--- config.mk ---
export PLATFORM = sky130hd
export DESIGN_NAME = vertex_fetch_flat
export DESIGN_NICKNAME = d
export VERILOG_FILES = /design/src/rtl/vertex_fetch_if.sv /design/src/rtl/vertex_fetch.sv /design/src/flat_wrapper.sv
export SDC_FILE = /design/constraint.sdc
export NUM_CORES = 1
export LEC_CHECK = 0
export CORE_MARGIN = 10
export CORE_UTILIZATION = 27
export CTS_CLUSTER_DIAMETER = 200
export DETAILED_ROUTE_END_ITERATION = 10
export HOLD_SLACK_MARGIN = 0.12
export RECOVER_POWER = 100
export SLEW_MARGIN = 20
export SYNTH_ARGS = -nofsm -noshare
export SYNTH_HDL_FRONTEND = slang
export SYNTH_SLANG_ARGS = --single-unit
--- constraint.sdc ---
create_clock -name clk100 -period 9.2 [get_ports clk100]
set_input_delay 1.84 -clock clk100 [delete_from_list [all_inputs] [get_ports clk100]]
set_output_delay 1.84 -clock clk100 [all_outputs]
set_load 0.01 [all_outputs]
--- src/rtl/vertex_fetch_if.sv ---
// ---------------------------------------------------------------------------
// vertex_fetch_if
// Vertex buffer read port between vertex_fetch (master, the source) and
// PreCalc (slave, the consumer). The buffer is first-word fall-through.
//   VertexBuffer_PreCalc_ReadData  master->slave  head-of-buffer triangle
//   VertexBuffer_PreCalc_empty     master->slave  no valid head entry
//   VertexBuffer_PreCalc_pop       slave->master  consume the head entry
// ---------------------------------------------------------------------------
interface vertex_fetch_if #(
   parameter int DATA_W = 224
);
   logic [DATA_W-1:0] VertexBuffer_PreCalc_ReadData;
   logic              VertexBuffer_PreCalc_empty;
   logic              VertexBuffer_PreCalc_pop;

   modport master (
      output VertexBuffer_PreCalc_ReadData,
      output VertexBuffer_PreCalc_empty,
      input  VertexBuffer_PreCalc_pop
   );

   modport slave (
      input  VertexBuffer_PreCalc_ReadData,
      input  VertexBuffer_PreCalc_empty,
      output VertexBuffer_PreCalc_pop
   );
endinterface

--- src/rtl/vertex_fetch.sv ---
// ---------------------------------------------------------------------------
// vertex_fetch
// Streams the per-frame triangle list from the vertex ROM into PreCalc
// through a small prefetch buffer that hides the ROM read latency.
// Every nextFrame pulse restarts the fetch at address 0.
// Ports:
//   clk100      in   system clock
//   rst         in   synchronous reset, active-high
//   nextFrame   in   1-cycle pulse: flush and restart fetch at address 0
//   index       out  registered ROM address
//   rom_data    in   ROM output, valid ROM_LAT cycles after index is sampled
//   vb          --   vertex buffer read port (master side)
//   frame_done  out  all TRI_COUNT triangles consumed this frame
// ---------------------------------------------------------------------------
module vertex_fetch #(
   parameter int DATA_W    = 224,
   parameter int ADDR_W    = 8,
   parameter int TRI_COUNT = 16,
   parameter int DEPTH     = 4,
   parameter int ROM_LAT   = 1
) (
   input  logic              clk100,
   input  logic              rst,
   input  logic              nextFrame,
   output logic [ADDR_W-1:0] index,
   input  logic [DATA_W-1:0] rom_data,
   vertex_fetch_if.master    vb,
   output logic              frame_done
);
   localparam int PTR_W = $clog2(DEPTH);
   localparam int OCC_W = PTR_W + 1;
   localparam int FLT_W = $clog2(ROM_LAT + 1);
   localparam int CNT_W = ADDR_W + 1;
   localparam logic [ADDR_W-1:0] LAST_IDX = ADDR_W'(TRI_COUNT - 1);
   localparam logic [CNT_W-1:0]  LAST_POP = CNT_W'(TRI_COUNT - 1);

   typedef enum logic [1:0] {IDLE, FETCH, DRAIN, DONE} state_t;

   state_t state, stateNext;

   logic [DATA_W-1:0]  mem [DEPTH];
   logic [PTR_W-1:0]   wrPtr, rdPtr;
   logic [OCC_W-1:0]   occ;
   logic [FLT_W-1:0]   inflight;
   logic [ROM_LAT-1:0] tagLine;
   logic [CNT_W-1:0]   popCnt;
   logic               issue, capture, popOk, empty, credit;

   assign empty   = (occ == '0);
   assign capture = tagLine[ROM_LAT-1];
   // A pop in a restart cycle is discarded along with the old frame.
   assign popOk   = vb.VertexBuffer_PreCalc_pop && !empty && !nextFrame;
   // Credit looks only at registered occupancy, so a same-cycle pop never
   // lets a read through and the buffer cannot overflow.
   assign credit  = (int'(occ) + int'(inflight)) < DEPTH;

   // NOTE: every signal assigned in this block gets a default first, so no
   // path leaves it unassigned and no latch is inferred.
   always_comb begin
      stateNext = state;
      issue     = 1'b0;
      case (state)
         IDLE: begin
         end
         FETCH: begin
            if (credit) begin
               issue = 1'b1;
               if (index == LAST_IDX) stateNext = DRAIN;
            end
         end
         DRAIN: begin
            if (popOk && popCnt == LAST_POP) stateNext = DONE;
         end
         DONE: begin
         end
         default: stateNext = IDLE;
      endcase
      if (nextFrame) begin
         stateNext = FETCH;
         issue     = 1'b0;
      end
   end

   // NOTE: state registers use non-blocking assignments so every register
   // samples the pre-edge values regardless of statement order.
   always_ff @(posedge clk100) begin
      if (rst) begin
         state    <= IDLE;
         index    <= '0;
         wrPtr    <= '0;
         rdPtr    <= '0;
         occ      <= '0;
         inflight <= '0;
         tagLine  <= '0;
         popCnt   <= '0;
      end else begin
         state <= stateNext;
         if (nextFrame) begin
            // Killing the tags guarantees stale ROM data is never captured.
            index    <= '0;
            wrPtr    <= '0;
            rdPtr    <= '0;
            occ      <= '0;
            inflight <= '0;
            tagLine  <= '0;
            popCnt   <= '0;
         end else begin
            tagLine  <= (tagLine << 1) | ROM_LAT'(issue);
            inflight <= inflight + FLT_W'(issue) - FLT_W'(capture);
            occ      <= occ + OCC_W'(capture) - OCC_W'(popOk);
            // index doubles as the issue counter; it parks on the last
            // address instead of running past the end of the mesh.
            if (issue && index != LAST_IDX) index <= index + ADDR_W'(1);
            if (capture) wrPtr <= wrPtr + PTR_W'(1);
            if (popOk) begin
               rdPtr  <= rdPtr + PTR_W'(1);
               popCnt <= popCnt + CNT_W'(1);
            end
         end
      end
   end

   // NOTE: the storage array has no reset; occ gates visibility, so stale
   // contents are never presented.
   always_ff @(posedge clk100) begin
      if (capture && !nextFrame && !rst) mem[wrPtr] <= rom_data;
   end

   assign vb.VertexBuffer_PreCalc_ReadData = empty ? '0 : mem[rdPtr];
   assign vb.VertexBuffer_PreCalc_empty    = empty;
   assign frame_done                       = (state == DONE);
endmodule

--- src/flat_wrapper.sv ---
// flat-port wrapper written by rule: the top's interface ports become plain ports
module vertex_fetch_flat 
#(
   parameter int DATA_W    = 224,
   parameter int ADDR_W    = 8,
   parameter int TRI_COUNT = 16,
   parameter int DEPTH     = 4,
   parameter int ROM_LAT   = 1
)
  (clk100, rst, nextFrame, index, rom_data, frame_done, vb_VertexBuffer_PreCalc_ReadData, vb_VertexBuffer_PreCalc_empty, vb_VertexBuffer_PreCalc_pop);
  vertex_fetch_if #(.DATA_W(DATA_W)) vb_i ();
  input  logic clk100;
  input  logic rst;
  input  logic nextFrame;
  output logic [ADDR_W-1:0] index;
  input  logic [DATA_W-1:0] rom_data;
  output logic frame_done;
  output wire logic [$bits(vb_i.VertexBuffer_PreCalc_ReadData)-1:0] vb_VertexBuffer_PreCalc_ReadData;
  output wire logic [$bits(vb_i.VertexBuffer_PreCalc_empty)-1:0] vb_VertexBuffer_PreCalc_empty;
  input wire logic [$bits(vb_i.VertexBuffer_PreCalc_pop)-1:0] vb_VertexBuffer_PreCalc_pop;
  assign vb_VertexBuffer_PreCalc_ReadData = vb_i.VertexBuffer_PreCalc_ReadData;
  assign vb_VertexBuffer_PreCalc_empty = vb_i.VertexBuffer_PreCalc_empty;
  assign vb_i.VertexBuffer_PreCalc_pop = vb_VertexBuffer_PreCalc_pop;
  vertex_fetch #(.DATA_W(DATA_W), .ADDR_W(ADDR_W), .TRI_COUNT(TRI_COUNT), .DEPTH(DEPTH), .ROM_LAT(ROM_LAT)) u_core (.clk100(clk100), .rst(rst), .nextFrame(nextFrame), .index(index), .rom_data(rom_data), .vb(vb_i), .frame_done(frame_done));
endmodule
[Word level (Yosys, flattened, before mapping)]
Memories as Yosys holds them, arrays and structs flattened. A register that Yosys moved wholly into a read port is not among the register bits.
Cells that the tools add are included.
Word-level totals
  flip-flop bits (word level): 28
  bits in writable memories: 896
  bits of input ports: 228
  output and inout bits: 234
  word-level logic and storage cells: 60
  memories: 1
Cells by class
  add/sub/neg operators: 9
  $lt $le $gt $ge: 1
  eq/ne operators: 12
  muxes and demuxes: 13
  reductions and logical operators: 15
Memory list
  u_core.mem: words 4, bits a word 224, rd ports 1, clocked after Yosys merged registers in 1, wr ports 1, line vertex_fetch.sv:41  | logic [DATA_W-1:0] mem [DEPTH];
Operator list (count)
  $mux W224: 1
  $lt A32 B4 Y1 const B: 1
  $mux W2: 5
  $add A9 B1 Y9 const B: 1
  $eq A9 B4 Y1 const B: 1
  $ne A3 B2 Y1 const B: 3
  $add A8 B1 Y8 const B: 1
  $eq A8 B4 Y1 const B: 1
  $ne A8 B4 Y1 const B: 1
  $reduce_and A4 Y1: 2
  $logic_and A1 B1 Y1: 6
  $mux W1: 6
  $ne A2 B1 Y1 const B: 3
  $add A2 B1 Y2 const B: 2
  $add A3 B1 Y4: 1
  $eq A2 B2 Y1 const B: 2
  $pmux W2 S2: 1
  $add A3 B1 Y3: 1
  $logic_not A1 Y1: 3
  $logic_not A3 Y1: 1
  $reduce_bool A3 Y1: 1
  $sub A3 B1 Y3: 1
  $eq A2 B1 Y1 const B: 1
  $reduce_bool A2 Y1: 1
  3 further kinds: 3

[Longest topological paths before layout]
  word-level depth: 8
  depth in mapped cells: 8

[Worst setup path after synthesis]
OpenSTA, ideal clock, no wires.
  path kind: in2reg
  start: input nextFrame
  end: memory u_core.mem[0][0], enable pin
  arrival time: 7.671 ns
  data required time: 8.586 ns
  slack: 0.915 ns
  stages on the path: 4
  buffers on the path: 2
  path through: clkbuf_1 -> nor2_1 -> clkbuf_1 -> and3_1
Between the ends
  word-level cells in the longest chain between the ends: 5
Ends and longest elaborated chain
  start: declaration: line flat_wrapper.sv:14  | input logic nextFrame;
  $logic_not A1 Y1: line vertex_fetch.sv:126  | if (capture && !nextFrame && !rst) mem[wrPtr] <= rom_data;
  $logic_and A1 B1 Y1 (2 in series): line vertex_fetch.sv:126
  $mux W1: line vertex_fetch.sv:126
  $mux W1 (implied by the code): line vertex_fetch.sv:126
  end: declaration: line vertex_fetch.sv:41
Every way passes these cells.

==> reports/results.txt <==
Final WL -> 83.6 mm
Slew HR -> -1.31
Warnings from Yosys -> 0
Sequential cell area -> 27500 µm²
Worst hold stages -> 2
First-pass GRT wire length -> 124 mm
Worst-skew pair later-pin latency -> 0.70 ns
Syn avg cell area -> 22.1 µm²
Initial DRC Count -> 1124
Final min period -> 6.97 ns
Min-delay src -> u_core.popCnt[8]$_SDFFE_PP0P_
Setup WS post-layout -> 2.23 ns
R2R depth -> 4
GP Congestion -> 0.720
Post-route clock skew -> 0.0121 ns
Final Max Slew Viols -> 416
Status -> complete, but fails checks
Yosys reg bits -> 926
Routed wire per std cell -> 21.3 µm
Mapped Area -> 35300 µm²
Failing checks -> max-capacitance violations, max-slew violations
Hold EP -> u_core.popCnt[8]$_SDFFE_PP0P_
Via/cell ratio -> 4.38
Critical Path, Cell by Cell -> buf_12 > mux4_2 > and2_1 > dlygate4sd3_1
Input/output buffers -> 461
Synth cell types -> 37
Root buffer cell -> clkbuf_16
Die width -> 382 µm
Synthesized instance count -> 1594
Synth Flop Type -> edfxtp_1
Total power -> 8590 µW
Top Metal Used -> met5
DP HPWL -> 51.2 mm
Vias in the first global route -> 18400
CTS sink cnt -> 926
Crit path kind -> reg2out
CP peak stage delay -> 2.13 ns
CTS tree -> done
Largest net degree at the start of global routing -> 131
Final ANT Viol Nets -> 0
Part of the cycle the worst path needs -> 0.757
Share of layout cells above drive strength 1 -> 0.172
Site Rows -> 132
Grt ovf -> 0
PwrDens -> 191 nW/µm²
Seq/Total Area, Yosys -> 0.779
Final setup fails -> 0
PostCTS Resize Cnt -> 0
Post-CTS setup buffers -> 0
FILL cells -> 12100
Worst r2r src -> u_core.wrPtr[1]$_SDFFE_PP0P_
Synthesized net count -> 1831
IO Pins -> 462
Clock Path Buffers -> 3
Fin nets -> 2328
Number of buffers created by CTS -> 98
Die height -> 382 µm
Buf+Inv Stages, Crit Path -> 2
RSZ-0062 raised after global routing -> false
GRT Overall Usage -> 0.112
Lkg Pwr -> 0.0146 µW
Core area -> 130000 µm²
Cts hold-fix bufs -> 0
Worst EP required -> 7.36 ns
Maximum VDD drop -> 0.000142 V
Crit Path Max Fanout -> 93
Setup_tns -> 0 ns
Wire length on met3 -> 7.08 mm
Starting Density -> 0.272
Fmax -> 144 MHz
Clock H-tree levels -> 3
Initial antenna violation count -> 40
Reg2Reg Setup Slack -> 4.69 ns
Fin Hold WS -> 0.464 ns
Worst Setup End Kind -> output pin
TritonRoute pass-1 iters -> 5
Number of vias after detailed routing -> 17200
Crit-path slowest cell -> dfxtp_1
Area leader, netlist -> edfxtp_1
EDFF count, synth -> 896
Asr flop ratio synth -> 0
Critical path's top delay family -> flip-flops
RR Endpoint -> u_core.mem[1][168]$_DFFE_PP_
Post-Place Setup Slack -> 3.83 ns
Hold Vio Cnt, Final -> 0
Die area -> 146000 µm²
Area growth from synthesis to layout -> 27.3%
Min-delay worst type -> reg2reg
Worst slew pin tran -> 3.47 ns
Yosys top cell area share -> 0.762
Critical Path AT -> 5.13 ns
DRC errors left -> 0
CP Launch Type -> register
Clk slew on worst S/H paths -> 0.06 ns
Multi-input logic area -> 7290 µm²
Synth area leaders -> edfxtp_1, mux4_2, and2_1
Max cap viols -> 7
Met1 WL -> 33.0 mm
Met2 WL -> 41.1 mm
-- cell families (layout without fill, tap and decap cells) --
group	Yosys count	after routing	synth area share
xor gates and xnor gates	11	11	0.00273
muxes	227	227	0.144
other	0	15	0
DFF	926	926	0.779
adders and majority gates	9	9	0.00340
AOI/OAI and AO/OA	27	27	0.00493
buffers and inverters	89	660	0.0144
and+or+nand+nor	305	305	0.0515
-- worst reg2reg max path, cell delays in order, from the launching register on --
cell and delay, ns:
dfxtp_1 0.34, inv_1 0.09, ha_1 0.15, and3_1 0.76, clkbuf_2 2.38
-- worst max path at each step --
| stage | from | end | slack, ns | cells after the start |
|---|---|---|---|---|
| after floorplan | nextFrame | u_core.mem[0][0]$_DFFE_PP_ | 0.92 | 4 |
| after global routing | register | vb_VertexBuffer_PreCalc_ReadData[179] | 1.68 | 4 |
| after global placement | nextFrame | u_core.mem[3][172]$_DFFE_PP_ | 3.94 | 4 |
| after CTS | u_core.occ[0]$_SDFF_PP0_ | vb_VertexBuffer_PreCalc_ReadData[2] | 3.38 | 4 |
| final | register | vb_VertexBuffer_PreCalc_ReadData[179] | 2.23 | 4 |
| after detailed placement | nextFrame | u_core.mem[0][172]$_DFFE_PP_ | 3.83 | 4 |
-- through the flow --
step / area [µm²] / util / instances
3_3_place_gp: 41900 / 0.323 / 3732
5_1_grt: 44900 / 0.346 / 3909
2_1_floorplan: 35300 / - / 1594
6_report: 44900 / 0.347 / 3922
4_1_cts: 45000 / 0.347 / 3906
3_5_place_dp: 41900 / 0.323 / 3732
-- area by class of cell --
cell class / instances / share of cell area
Clock buffer: 118 / 0.0567
Multi-Input combinational cell: 579 / 0.162
Sequential cell: 926 / 0.612
Timing Repair Buffer: 480 / 0.108
Clock inverter: 56 / 0.0117
Inverter: 6 / 0.000501
Tap cell: 1742 / 0.0485
Antenna cell: 15 / 0.000835
-- cell usage after synthesis, types with 2 or more instances --
cell type / n
nand4_1: 4
o211ai_1: 2
clkbuf_1: 37
nand3_1: 14
nor4_1: 6
or3_1: 7
buf_2: 26
xor2_1: 6
edfxtp_1: 896
xnor2_1: 5
or4_1: 2
mux2i_1: 3
a21oi_1: 7
buf_6: 19
a31oi_1: 3
and3_1: 8
o31ai_1: 2
o21ai_0: 7
mux4_2: 224
inv_1: 6
nor2_1: 21
ha_1: 8
nand2_1: 10
dfxtp_1: 30
and2_1: 229
-- registers in the layout, indices dropped and copies added, names as in the netlist, named ones only --
name	flops
u_core.rdPtr	2
u_core.state	2
u_core.capture	1
u_core.popCnt	9
u_core.mem	896
u_core.occ	3
u_core.inflight	1
u_core.index	8
u_core.wrPtr	2
-- routing by layer --
layer / up-vias / global-route usage
met3: 172 / 0.0398
met2: 557 / 0.184
li1: 7518 / -
met1: 8906 / 0.136
met4: 40 / 0.0361
met5: - / 0
-- cells in the final DEF (no fill, tap or decap), drive strengths merged, types with 14 or more instances in the layout --
cell type and instances:
dfxtp 30, nor2 21, nand3 14, clkbuf 124, clkinv 42, and2 229
mux4 224, edfxtp 896, dlygate4sd3 455, diode 15
-- where the power goes --
group	internal, µW	total [µW]	switching (µW)
sequential	4630	4630	2.74
combinational	97.9	191	92.8
clock	2170	3770	1600
Power figures use the tool's default switching activity.
